$ cat src/rtl/seq_ctrl_gen2_if.sv
// Controller-side bundle for seq_ctrl_gen2: IR fields, ALU flags and run enable in,
// datapath/RAM/port strobes out.
`timescale 1ns/1ps
interface seq_ctrl_gen2_if #(
  parameter int unsigned ADDR_W    = 7,
  parameter int unsigned NUM_PORTS = 4
);
  logic                 EN;
  logic [ADDR_W-1:0]    ADDR;
  logic [3:0]           OPCODE;
  logic                 I_FLAG;
  logic                 ZF;
  logic                 NF;
  logic                 OF;
  logic                 CF;

  logic                 IR_EN;
  logic                 A_EN;
  logic                 B_EN;
  logic                 PDR_EN;
  logic                 PORT_EN;
  logic                 PORT_RD;
  logic                 PC_EN;
  logic                 PC_LOAD;
  logic                 ALU_EN;
  logic                 ALU_OE;
  logic                 RAM_OE;
  logic                 RDR_EN;
  logic                 RAM_CS;
  logic [NUM_PORTS-1:0] PORT_SEL;
  logic                 HALTED;

  modport master (
    output EN, ADDR, OPCODE, I_FLAG, ZF, NF, OF, CF,
    input  IR_EN, A_EN, B_EN, PDR_EN, PORT_EN, PORT_RD, PC_EN, PC_LOAD,
           ALU_EN, ALU_OE, RAM_OE, RDR_EN, RAM_CS, PORT_SEL, HALTED
  );

  modport slave (
    input  EN, ADDR, OPCODE, I_FLAG, ZF, NF, OF, CF,
    output IR_EN, A_EN, B_EN, PDR_EN, PORT_EN, PORT_RD, PC_EN, PC_LOAD,
           ALU_EN, ALU_OE, RAM_OE, RDR_EN, RAM_CS, PORT_SEL, HALTED
  );
endinterface

$ cat src/rtl/seq_ctrl_gen2.sv
// Second-generation accumulator-CPU sequence controller: fetch/decode/operand/ALU/
// write-back/branch phases with RAM wait states, an I/O port window and a sticky halt.
`timescale 1ns/1ps
module seq_ctrl_gen2 #(
  parameter int unsigned ADDR_W    = 7,
  parameter int unsigned PORT_BASE = 64,
  parameter int unsigned NUM_PORTS = 4,
  parameter int unsigned MEM_WAIT  = 0
) (
  input  logic           CLK,
  input  logic           RST,
  seq_ctrl_gen2_if.slave bus
);

  localparam int unsigned CNT_W = (MEM_WAIT > 0) ? $clog2(MEM_WAIT + 1) : 1;
  localparam logic [CNT_W-1:0] CNT_LAST = CNT_W'(MEM_WAIT);

  typedef enum logic [2:0] {
    S_IDLE,
    S_FETCH,
    S_DECODE,
    S_OPER,
    S_WB,
    S_ALU,
    S_BRANCH,
    S_HALT
  } state_e;

  typedef enum logic [3:0] {
    OP_LOAD  = 4'd0,
    OP_STORE = 4'd1,
    OP_ADD   = 4'd2,
    OP_SUB   = 4'd3,
    OP_AND   = 4'd4,
    OP_OR    = 4'd5,
    OP_XOR   = 4'd6,
    OP_NOT   = 4'd7,
    OP_B     = 4'd8,
    OP_BZ    = 4'd9,
    OP_BN    = 4'd10,
    OP_BV    = 4'd11,
    OP_BC    = 4'd12
  } op_e;

  state_e           state, state_nxt;
  logic [CNT_W-1:0] cnt, cnt_nxt;

  logic ir_en, a_en, b_en, pdr_en, port_en, port_rd, pc_en, pc_load;
  logic alu_en, alu_oe, ram_oe, rdr_en, ram_cs;

  op_e                  op;
  logic                 is_load;
  logic                 is_store;
  logic                 last_beat;
  logic                 run;
  logic [31:0]          addr_ext;
  logic [NUM_PORTS-1:0] port_sel_raw;
  logic                 port_hit;

  assign op        = op_e'(bus.OPCODE);
  assign is_load   = (op == OP_LOAD);
  assign is_store  = (op == OP_STORE);
  assign last_beat = (cnt == CNT_LAST);
  assign run       = ~RST & bus.EN;
  assign addr_ext  = 32'(bus.ADDR);

  always_comb begin
    port_sel_raw = '0;
    for (int unsigned i = 0; i < NUM_PORTS; i++) begin
      port_sel_raw[i] = (addr_ext == PORT_BASE + i);
    end
  end

  assign port_hit = |port_sel_raw;

  // EN=0 freezes both the phase and the wait counter so execution resumes exactly.
  always_ff @(posedge CLK) begin
    if (RST) begin
      state <= S_IDLE;
      cnt   <= '0;
    end else if (bus.EN) begin
      state <= state_nxt;
      cnt   <= cnt_nxt;
    end
  end

  always_comb begin
    state_nxt = state;
    cnt_nxt   = cnt;
    ir_en     = 1'b0;
    a_en      = 1'b0;
    b_en      = 1'b0;
    pdr_en    = 1'b0;
    port_en   = 1'b0;
    port_rd   = 1'b0;
    pc_en     = 1'b0;
    pc_load   = 1'b0;
    alu_en    = 1'b0;
    alu_oe    = 1'b0;
    ram_oe    = 1'b0;
    rdr_en    = 1'b0;
    ram_cs    = 1'b0;

    case (state)
      S_IDLE: begin
        state_nxt = S_FETCH;
      end

      S_FETCH: begin
        ram_cs = 1'b1;
        ram_oe = 1'b1;
        if (last_beat) begin
          ir_en     = 1'b1;
          cnt_nxt   = '0;
          state_nxt = S_DECODE;
        end else begin
          cnt_nxt = cnt + CNT_W'(1);
        end
      end

      S_DECODE: begin
        pc_en = 1'b1;
        if ((bus.OPCODE > 4'd12) || (is_store && bus.I_FLAG)) begin
          state_nxt = S_HALT;
        end else if (op == OP_NOT) begin
          state_nxt = S_ALU;
        end else if (bus.OPCODE >= 4'd8) begin
          state_nxt = S_BRANCH;
        end else begin
          state_nxt = S_OPER;
        end
      end

      S_OPER: begin
        if (bus.I_FLAG) begin
          // Immediate STORE never reaches here; it halts in DECODE.
          if (is_load) begin
            a_en      = 1'b1;
            state_nxt = S_FETCH;
          end else begin
            b_en      = 1'b1;
            state_nxt = S_ALU;
          end
        end else if (port_hit) begin
          port_en = 1'b1;
          pdr_en  = 1'b1;
          if (is_store) begin
            state_nxt = S_FETCH;
          end else begin
            port_rd   = 1'b1;
            state_nxt = S_WB;
          end
        end else begin
          ram_cs = 1'b1;
          ram_oe = ~is_store;
          if (last_beat) begin
            rdr_en    = ~is_store;
            cnt_nxt   = '0;
            state_nxt = is_store ? S_FETCH : S_WB;
          end else begin
            cnt_nxt = cnt + CNT_W'(1);
          end
        end
      end

      S_WB: begin
        if (is_load) begin
          a_en      = 1'b1;
          state_nxt = S_FETCH;
        end else begin
          b_en      = 1'b1;
          state_nxt = S_ALU;
        end
      end

      S_ALU: begin
        alu_en    = 1'b1;
        alu_oe    = 1'b1;
        a_en      = 1'b1;
        state_nxt = S_FETCH;
      end

      S_BRANCH: begin
        case (op)
          OP_B:    pc_load = 1'b1;
          OP_BZ:   pc_load = bus.ZF;
          OP_BN:   pc_load = bus.NF;
          OP_BV:   pc_load = bus.OF;
          OP_BC:   pc_load = bus.CF;
          default: pc_load = 1'b0;
        endcase
        state_nxt = S_FETCH;
      end

      S_HALT: begin
        state_nxt = S_HALT;
      end

      default: begin
        state_nxt = S_IDLE;
        cnt_nxt   = '0;
      end
    endcase
  end

  assign bus.IR_EN    = run & ir_en;
  assign bus.A_EN     = run & a_en;
  assign bus.B_EN     = run & b_en;
  assign bus.PDR_EN   = run & pdr_en;
  assign bus.PORT_EN  = run & port_en;
  assign bus.PORT_RD  = run & port_rd;
  assign bus.PC_EN    = run & pc_en;
  assign bus.PC_LOAD  = run & pc_load;
  assign bus.ALU_EN   = run & alu_en;
  assign bus.ALU_OE   = run & alu_oe;
  assign bus.RAM_OE   = run & ram_oe;
  assign bus.RDR_EN   = run & rdr_en;
  assign bus.RAM_CS   = run & ram_cs;
  assign bus.PORT_SEL = (run & port_en) ? port_sel_raw : '0;
  assign bus.HALTED   = run & (state == S_HALT);

endmodule

$ cat src/flat_wrapper.sv
// flat-port wrapper written by rule: the top's interface ports become plain ports
module seq_ctrl_gen2_flat 
#(
  parameter int unsigned ADDR_W    = 7,
  parameter int unsigned PORT_BASE = 64,
  parameter int unsigned NUM_PORTS = 4,
  parameter int unsigned MEM_WAIT  = 0
)
  (CLK, RST, bus_EN, bus_ADDR, bus_OPCODE, bus_I_FLAG, bus_ZF, bus_NF, bus_OF, bus_CF, bus_IR_EN, bus_A_EN, bus_B_EN, bus_PDR_EN, bus_PORT_EN, bus_PORT_RD, bus_PC_EN, bus_PC_LOAD, bus_ALU_EN, bus_ALU_OE, bus_RAM_OE, bus_RDR_EN, bus_RAM_CS, bus_PORT_SEL, bus_HALTED);
  seq_ctrl_gen2_if #(.ADDR_W(ADDR_W), .NUM_PORTS(NUM_PORTS)) bus_i ();
  input  logic CLK;
  input  logic RST;
  input wire logic [$bits(bus_i.EN)-1:0] bus_EN;
  input wire logic [$bits(bus_i.ADDR)-1:0] bus_ADDR;
  input wire logic [$bits(bus_i.OPCODE)-1:0] bus_OPCODE;
  input wire logic [$bits(bus_i.I_FLAG)-1:0] bus_I_FLAG;
  input wire logic [$bits(bus_i.ZF)-1:0] bus_ZF;
  input wire logic [$bits(bus_i.NF)-1:0] bus_NF;
  input wire logic [$bits(bus_i.OF)-1:0] bus_OF;
  input wire logic [$bits(bus_i.CF)-1:0] bus_CF;
  output wire logic [$bits(bus_i.IR_EN)-1:0] bus_IR_EN;
  output wire logic [$bits(bus_i.A_EN)-1:0] bus_A_EN;
  output wire logic [$bits(bus_i.B_EN)-1:0] bus_B_EN;
  output wire logic [$bits(bus_i.PDR_EN)-1:0] bus_PDR_EN;
  output wire logic [$bits(bus_i.PORT_EN)-1:0] bus_PORT_EN;
  output wire logic [$bits(bus_i.PORT_RD)-1:0] bus_PORT_RD;
  output wire logic [$bits(bus_i.PC_EN)-1:0] bus_PC_EN;
  output wire logic [$bits(bus_i.PC_LOAD)-1:0] bus_PC_LOAD;
  output wire logic [$bits(bus_i.ALU_EN)-1:0] bus_ALU_EN;
  output wire logic [$bits(bus_i.ALU_OE)-1:0] bus_ALU_OE;
  output wire logic [$bits(bus_i.RAM_OE)-1:0] bus_RAM_OE;
  output wire logic [$bits(bus_i.RDR_EN)-1:0] bus_RDR_EN;
  output wire logic [$bits(bus_i.RAM_CS)-1:0] bus_RAM_CS;
  output wire logic [$bits(bus_i.PORT_SEL)-1:0] bus_PORT_SEL;
  output wire logic [$bits(bus_i.HALTED)-1:0] bus_HALTED;
  assign bus_i.EN = bus_EN;
  assign bus_i.ADDR = bus_ADDR;
  assign bus_i.OPCODE = bus_OPCODE;
  assign bus_i.I_FLAG = bus_I_FLAG;
  assign bus_i.ZF = bus_ZF;
  assign bus_i.NF = bus_NF;
  assign bus_i.OF = bus_OF;
  assign bus_i.CF = bus_CF;
  assign bus_IR_EN = bus_i.IR_EN;
  assign bus_A_EN = bus_i.A_EN;
  assign bus_B_EN = bus_i.B_EN;
  assign bus_PDR_EN = bus_i.PDR_EN;
  assign bus_PORT_EN = bus_i.PORT_EN;
  assign bus_PORT_RD = bus_i.PORT_RD;
  assign bus_PC_EN = bus_i.PC_EN;
  assign bus_PC_LOAD = bus_i.PC_LOAD;
  assign bus_ALU_EN = bus_i.ALU_EN;
  assign bus_ALU_OE = bus_i.ALU_OE;
  assign bus_RAM_OE = bus_i.RAM_OE;
  assign bus_RDR_EN = bus_i.RDR_EN;
  assign bus_RAM_CS = bus_i.RAM_CS;
  assign bus_PORT_SEL = bus_i.PORT_SEL;
  assign bus_HALTED = bus_i.HALTED;
  seq_ctrl_gen2 #(.ADDR_W(ADDR_W), .PORT_BASE(PORT_BASE), .NUM_PORTS(NUM_PORTS), .MEM_WAIT(MEM_WAIT)) u_core (.CLK(CLK), .RST(RST), .bus(bus_i));
endmodule
$ cat config.mk
export PLATFORM = sky130hd
export DESIGN_NAME = seq_ctrl_gen2_flat
export DESIGN_NICKNAME = d
export VERILOG_FILES = /design/src/rtl/seq_ctrl_gen2_if.sv /design/src/rtl/seq_ctrl_gen2.sv /design/src/flat_wrapper.sv
export SDC_FILE = /design/constraint.sdc
export NUM_CORES = 1
export LEC_CHECK = 0
export CAP_MARGIN = 20
export CORE_ASPECT_RATIO = 1.1
export CORE_MARGIN = 5
export CORE_UTILIZATION = 36
export CTS_CLUSTER_SIZE = 20
export DETAILED_ROUTE_END_ITERATION = 6
export GPL_TIMING_DRIVEN = 1
export PLACE_DENSITY = 0.88
export SYNTH_ARGS = -nofsm -noshare
export SYNTH_HDL_FRONTEND = slang
export SYNTH_SLANG_ARGS = --single-unit
$ cat constraint.sdc
create_clock -name CLK -period 2.2 [get_ports CLK]
set_clock_uncertainty 0.1 [all_clocks]
set_input_delay 0.22 -clock CLK [delete_from_list [all_inputs] [get_ports CLK]]
set_output_delay 0.22 -clock CLK [all_outputs]
set_load 0.005 [all_outputs]
==> results of run 1 <==
layout make-up:
| class | instances | area (um^2) | share of cell area [%] |
|---|---|---|---|
| Clock buffer | 4 | 26.3 | 2.50 |
| Inverter | 4 | 15.0 | 1.43 |
| Multi-Input combinational cell | 65 | 450 | 42.9 |
| Sequential cell | 3 | 62.6 | 5.95 |
| Tap cell | 16 | 20.0 | 1.90 |
| Timing Repair Buffer | 54 | 477 | 45.4 |
kinds of logic after synthesis:
| family | after synthesis | share of synthesized area [%] |
|---|---|---|
| buf+inv | 10 | 9.68 |
| compound gates | 22 | 25.9 |
| flops | 3 | 11.6 |
| mux | 1 | 2.18 |
| xor+xnor | 1 | 1.70 |
| simple gates | 41 | 48.9 |
stage by stage:
stage / std cells / hold slack, ps / total power (uW)
after floorplan: 78 / 192 / 106
after global placement: 142 / 473 / 176
after detailed placement: 142 / 483 / 181
after CTS: 146 / 488 / 278
after global routing: 146 / 485 / 299
final: 146 / 460 / 281
cells in the mapped netlist, drive strengths merged:
| cell | instances |
|---|---|
| a211oi | 1 |
| a21boi | 1 |
| a21oi | 5 |
| a22oi | 1 |
| a311oi | 1 |
| a31oi | 2 |
| and2 | 1 |
| and3 | 2 |
| and4b | 1 |
| buf | 6 |
| dfxtp | 3 |
| inv | 4 |
| mux2 | 1 |
| nand2 | 5 |
| nand2b | 5 |
| nand3 | 1 |
| nand4 | 1 |
| nand4bb | 1 |
| nor2 | 10 |
| nor2b | 3 |
| nor3 | 4 |
| nor3b | 1 |
| nor4 | 1 |
| nor4b | 1 |
| o21ai | 7 |
| o22ai | 1 |
| o31a | 1 |
| o31ai | 2 |
| or2 | 1 |
| or3 | 2 |
| or4b | 1 |
| xor2 | 1 |
path summary, 6_finish.rpt:
kind                                      start              end
worst min-delay path            u_core.state[1]  u_core.state[0]
worst max-delay path            u_core.state[1]         bus_A_EN
worst min register to register  u_core.state[1]  u_core.state[0]
worst max register to register  u_core.state[0]  u_core.state[2]
cell usage in the layout (no fill, tap or decap), drive strengths merged, types with 2 or more instances in the layout:
cell type / instances
nor2: 10
dfxtp: 3
inv: 4
a31oi: 2
nand2b: 5
buf: 18
dlygate4sd2: 11
nand2: 5
and3: 2
nor2b: 3
a21oi: 5
o21ai: 7
clkdlybuf4s50: 17
or3: 2
o31ai: 2
nor3: 4
clkbuf: 7
dlymetal6s2s: 4
routing by layer:
metal	GRT usage, %	up-vias	wire [um]
li1	-	387	-
met1	17.1	359	692
met2	36.7	50	1050
met3	4.36	12	245
met4	7.11	0	84
met5	0	-	0
where the power goes:
group / switching [uW] / total (uW) / internal, uW
Clock: 28.2 / 96.1 / 68.0
Sequential: 7.34 / 65.9 / 58.6
Combinational: 49.8 / 119 / 69.4
critical path: stages, from the launching register on:
cell and delay (ps):
dfxtp_2 380, buf_4 160, nor2b_2 180, and3_1 160, o21ai_0 70, a21oi_1 130, clkdlybuf4s50_1 510
repair_timing:
item                                    4_1_cts  5_1_grt
pin swaps                                     0        3
resized for setup                            22       18
endpoints found under the setup margin       16        7
==> metrics.md, run 1 <==
| Metric | Value |
|---|---|
| Reg clk slew, reported paths | `40 ps` |
| Max reg flops | `3` |
| Initial Util | `37.8%` |
| Worst IR Drop VDD | `approximately 160 uV` |
| # port buffers | `36` |
| Hold Crit Class | `reg2reg` |
| NumNets Final | `150` |
| Worst slew margin | `78.2%` |
| Tmin final | `roughly 2100 ps` |
| Synthesized Nets | `slightly below 100` |
| Worst Path Max Fanout | `6` |
| Syn Area/Cell | `6.62 um^2` |
| Gr usage total | `18.7%` |
| CTS buffer count | `3` |
| Post-Place Setup Slack | `-216 ps` |
| Synth Warn # | `0` |
| Hold Path Cell Cnt | `2` |
| Synth Register Bits | `3` |
| Critical path arrival | `around 1800 ps` |
| Largest net degree at the start of global routing | `10` |
| Setup TNS | `0 ps` |
| Top reg by flops | `u_core.state` |
| Routed Antenna Nets | `0` |
| Distinct cells, synth | `36` |
| Critical path type | `reg2out` |
| Row count | `14` |
| CTS max path bufs | `2` |
| Drc violations | `0` |
| # hold bufs at CTS | `0` |
| PnR worst setup slack | `approximately 60 ps` |
| Diode count | `0` |
| Max H-tree Level | `1` |
| Vias in the first global route | `approximately 800` |
| Die X | `about 46 um` |
| Register-to-register setup slack | `740 ps` |
| Post-Syn Instances | `78` |
| DP HPWL | `~1.6 mm` |
| Worst slew pin tran | `between 300 and 400 ps` |
| Final Slew Violations | `0` |
| Vias per inst | `5.53` |
| CTS Sinks | `3` |
| Initial antenna violation count | `0` |
| Status | `completed` |
| Leak Pwr | `0.000535 uW` |
| Core area | `~1400 um^2` |
| Via count | `between 800 and 900` |
| CP endpoint kind | `primary output` |
| CTS tree | `built` |
| Final core occ | `about three quarters` |
| First-pass GRT wire length | `between 3 and 4 mm` |
| Worst-skew pair later-pin latency | `approximately 230 ps` |
| TritonRoute pass-1 iters | `5` |
| Final Hold Viols | `0` |
| Register area share after synthesis | `between 10% and 20%` |
| DP Area | `997 um^2` |
| Layout cells sized above 1 | `30.8%` |
| Root buffer cell | `clkbuf_4` |
| Fmax | `around 470 MHz` |
| Final setup violation count | `0` |
| Total Wirelength | `between 2 and 2.5 mm` |
| RSZ-0062 raised after global routing | `no` |
| Number of max-cap violations | `0` |
| Top cell type's share of synthesized area | `11.6%` |
| Area grow syn2layout | `103%` |
| Synth area leader | `dfxtp_1` |
| Layout Cell Area excl Fill | `1050 um^2` |
| Die Y | `between 40 and 50 um` |
| Critical Path RT | `between 1500 and 2000 ps` |
| Post-Synthesis Cell Area | `517 um^2` |
| Top-level I/O count | `37` |
| Fillers | `around 100` |
| CP startpoint kind | `flip-flop` |
| Post-CTS Setup Repair Bufs | `0` |
| Die area | `between 2000 and 2500 um^2` |
| Routed len/inst | `around 14 um` |
| Top Registers | `u_core.state: 3 flops` |
| Length in cells of the worst reg-to-reg path | `4` |
| GPL Wtd Cong | `a little over 0.8` |
| Drt first-iter violations | `12` |
| P per Cell Area | `approximately 270 nW/um^2` |
| GRT Residual Overflow | `0` |
| Top cells by area, synth | `dfxtp_1, o21ai_0, nor2_1` |
| Final worst path period share | `a little over nine tenths` |
Note: power is estimated with default switching activity, not from simulation.
==> run 2: changes to the inputs <==
Settings changed: SETUP_SLACK_MARGIN set to 0.3.
==> run 2 against run 1 <==
Net effect: via count is 2.8% higher; global-route usage is 0.63 points higher; sequential power is 1% higher; sequential share of layout area hardly changed; power is 2.0% higher; setup slack better by 280 ps; cell area is 5.1% higher; clock power is 2.4% higher; cell count is 2.1% higher; count of clock-buffer cells in the layout stayed put; sequential cell count stayed put; routed wire length is 6.1% higher; critical path type unchanged; critical endpoint is now bus_RDR_EN; largest cell class unchanged.
==> metrics.md, run 2 (synthesis gave the netlist of run 1 again) <==
| Metric | Value |
|---|---|
| Status | `completed (unchanged)` |
| Vias per inst | `5.58 (was 5.53)` |
| Register-to-register setup slack | `790 ps (was 740 ps)` |
| DP HPWL | `1.60 mm (unchanged)` |
| Final Slew Violations | `0 (unchanged)` |
| CTS max path bufs | `2 (unchanged)` |
| Die X | `46.1 um (unchanged)` |
| Worst slew pin tran | `339 ps (was 327 ps)` |
| Leak Pwr | `0.000527 uW (was 0.000535 uW)` |
| Core area | `1370 um^2 (unchanged)` |
| Max stage delay on crit path | `430 ps (was 510 ps)` |
| PnR worst setup slack | `339 ps (was 59.8 ps)` |
| Layout cells sized above 1 | `44.4% (was 30.8%)` |
| Length in cells of the worst reg-to-reg path | `4 (unchanged)` |
| Top reg by flops | `u_core.state (unchanged)` |
| Row count | `14 (unchanged)` |
| NumNets Final | `153 (was 150)` |
| First-pass GRT wire length | `3.35 mm (was 3.19 mm)` |
| Hold Path Cell Cnt | `3 (was 2)` |
| CP endpoint kind | `primary output (unchanged)` |
| Slowest cell on crit path | `dfxtp_2 (was clkdlybuf4s50_1)` |
| GPL Wtd Cong | `0.825 (unchanged)` |
| Drc violations | `0 (unchanged)` |
| RSZ-0062 raised after global routing | `yes (was no)` |
| Max H-tree Level | `1 (unchanged)` |
| Die area | `2290 um^2 (unchanged)` |
| DP Area | `997 um^2 (unchanged)` |
| P per Cell Area | `260 nW/um^2 (was 268 nW/um^2)` |
| Worst path cell trace | `nand4bb_1 > nor2_2 > buf_4 > o21ai_2 > buf_4 > nor2_1 > clkdlybuf4s15_1 (was buf_4 > nor2b_2 > and3_1 > o21ai_0 > a21oi_1 > clkdlybuf4s50_1)` |
| Fillers | `90 (was 101)` |
| Final worst path period share | `84.6% (was 97.3%)` |
| Drt first-iter violations | `20 (was 12)` |
| TritonRoute pass-1 iters | `4 (was 5)` |
| Reg clk slew, reported paths | `40 ps (about the same)` |
| Hold_ws | `209 ps (was 460 ps)` |
| Worst IR Drop VDD | `146 uV (was 165 uV)` |
| Tmin final | `1860 ps (was 2140 ps)` |
| Vias in the first global route | `828 (was 779)` |
| Final Hold Viols | `0 (unchanged)` |
| Routed Antenna Nets | `0 (unchanged)` |
| Critical path arrival | `1540 ps (was 1820 ps)` |
| Placed Instances | `142 (unchanged)` |
| Worst-skew pair later-pin latency | `230 ps (about the same)` |
| Total Wirelength | `2.19 mm (was 2.07 mm)` |
| Initial antenna violation count | `0 (unchanged)` |
| Final setup violation count | `0 (unchanged)` |
| Gr usage total | `19.4% (was 18.7%)` |
| Most frequent cells in the layout | `buf_4, dlygate4sd2_1, clkdlybuf4s50_1 (was buf_4, clkdlybuf4s50_1, dlygate4sd2_1)` |
| CTS buffer count | `3 (unchanged)` |
| Die Y | `49.7 um (unchanged)` |
| Routed len/inst | `14.7 um (was 14.2 um)` |
| Diode count | `0 (unchanged)` |
| Hold Path End | `u_core.state[0] (unchanged)` |
| Via count | `831 (was 808)` |
| # port buffers | `36 (unchanged)` |
| Fmax | `537 MHz (was 467 MHz)` |
| Worst Path Max Fanout | `9 (was 6)` |
| CP startpoint kind | `flip-flop (unchanged)` |
| Critical path type | `reg2out (unchanged)` |
| Layout Cell Area excl Fill | `1100 um^2 (was 1050 um^2)` |
| Area grow syn2layout | `114% (was 103%)` |
| CTS tree | `built (unchanged)` |
| Top-level I/O count | `37 (unchanged)` |
| Final core occ | `80.9% (was 76.9%)` |
| CTS Sinks | `3 (unchanged)` |
| Worst slew margin | `77.1% (was 78.2%)` |
| Layout Cells excl Fill | `149 (was 146)` |
| Top Registers | `u_core.state: 3 flops (unchanged)` |
| Max reg flops | `3 (unchanged)` |
| RR Endpoint | `u_core.state[2] (unchanged)` |
| Initial Util | `37.8% (unchanged)` |
| Post-Place Setup Slack | `-216 ps (unchanged)` |
| Critical Path RT | `1880 ps (about the same)` |
| Root buffer cell | `clkbuf_4 (unchanged)` |
| Commonest non-fill, non-tap cell in the layout | `buf_4 (unchanged)` |
| Largest net degree at the start of global routing | `10 (unchanged)` |
| GRT Residual Overflow | `0 (unchanged)` |
| Number of max-cap violations | `0 (unchanged)` |
| Crit path top cell by count | `buf_4` |
| Hold path startpoint | `RST (was u_core.state[1])` |
| Hold Crit Class | `in2reg (was reg2reg)` |
| RR Startpoint | `u_core.state[0] (unchanged)` |
## run 2: cell count changes in the layout (fill, tap and decap cells not counted), moves of 2 or more
cell             change
clkdlybuf4s15_2      +4
nand2b_1             -2
nand2b_2             +2
clkdlybuf4s15_1      +5
nor2_1               -3
buf_6                +2
dlymetal6s2s_1       -2
nor3_2               +2
clkdlybuf4s50_1      -9
nor3_1               -2
buf_2                +4
nor2_2               +3
## run 2: timing repair
item / 4_1_cts / 5_1_grt
gates resized for setup: 64 / 22
hold buffers: 0 / 0
endpoints found under the setup margin: 18 / 16
pin swaps: 4 / 8
setup buffers: 2 / 1
## run 2: per-stage QoR
step                power [uW]  setup TNS (ps)
finish                     287               0
floorplan                  106               0
detailed placement         181           -1720
CTS                        276               0
global route               302               0
global placement           176           -1310
## run 2: area by class of cell
type                            instances  area (um^2)  area share, %
Tap cell                               16         20.0           1.81
Inverter                                4         15.0           1.36
Timing Repair Buffer                   57          493           44.6
Clock buffer                            4         26.3           2.38
Multi-Input combinational cell         65          484           43.8
Sequential cell                         3         66.3           6.00
## run 2: report_power, final
group	switching (uW)	leakage (uW)	internal, uW
Sequential	8.19	0.0000261	58.4
Combinational	53.7	0.000486	68.3
Clock	30.3	0.0000150	68.1
## run 2: per-layer routing
metal	vias to the layer above	GRT usage, %	wire, um	part of all wire [%]
met5	-	0	0	0
met4	0	8.53	51	2.3
met3	6	4.36	264	12
met2	53	36.9	1120	51
met1	380	18.2	753	34
li1	392	-	-	-
## run 2: worst max-delay path, delay by kind of cell, from the launching register on
| kind | cells | cell delay, ps |
|---|---|---|
| buf+inv | 3 | 470 |
| flops | 1 | 430 |
| simple gates | 3 | 380 |
| compound gates | 1 | 40 |
## run 2: how the worst max path moves through the flow
stage / from / endpoint / slack [ps] / depth (start not counted)
6_report: u_core.state[0] / bus_RDR_EN / 340 / 7
5_1_grt: u_core.state[0] / bus_RDR_EN / 220 / 7
4_1_cts: RST / bus_PC_LOAD / 220 / 5
3_5_place_dp: RST / bus_PC_LOAD / -220 / 5
3_3_place_gp: bus_ADDR[2] / bus_PORT_SEL[3] / -160 / 7
2_1_floorplan: u_core.state[2] / bus_PC_LOAD / 710 / 4
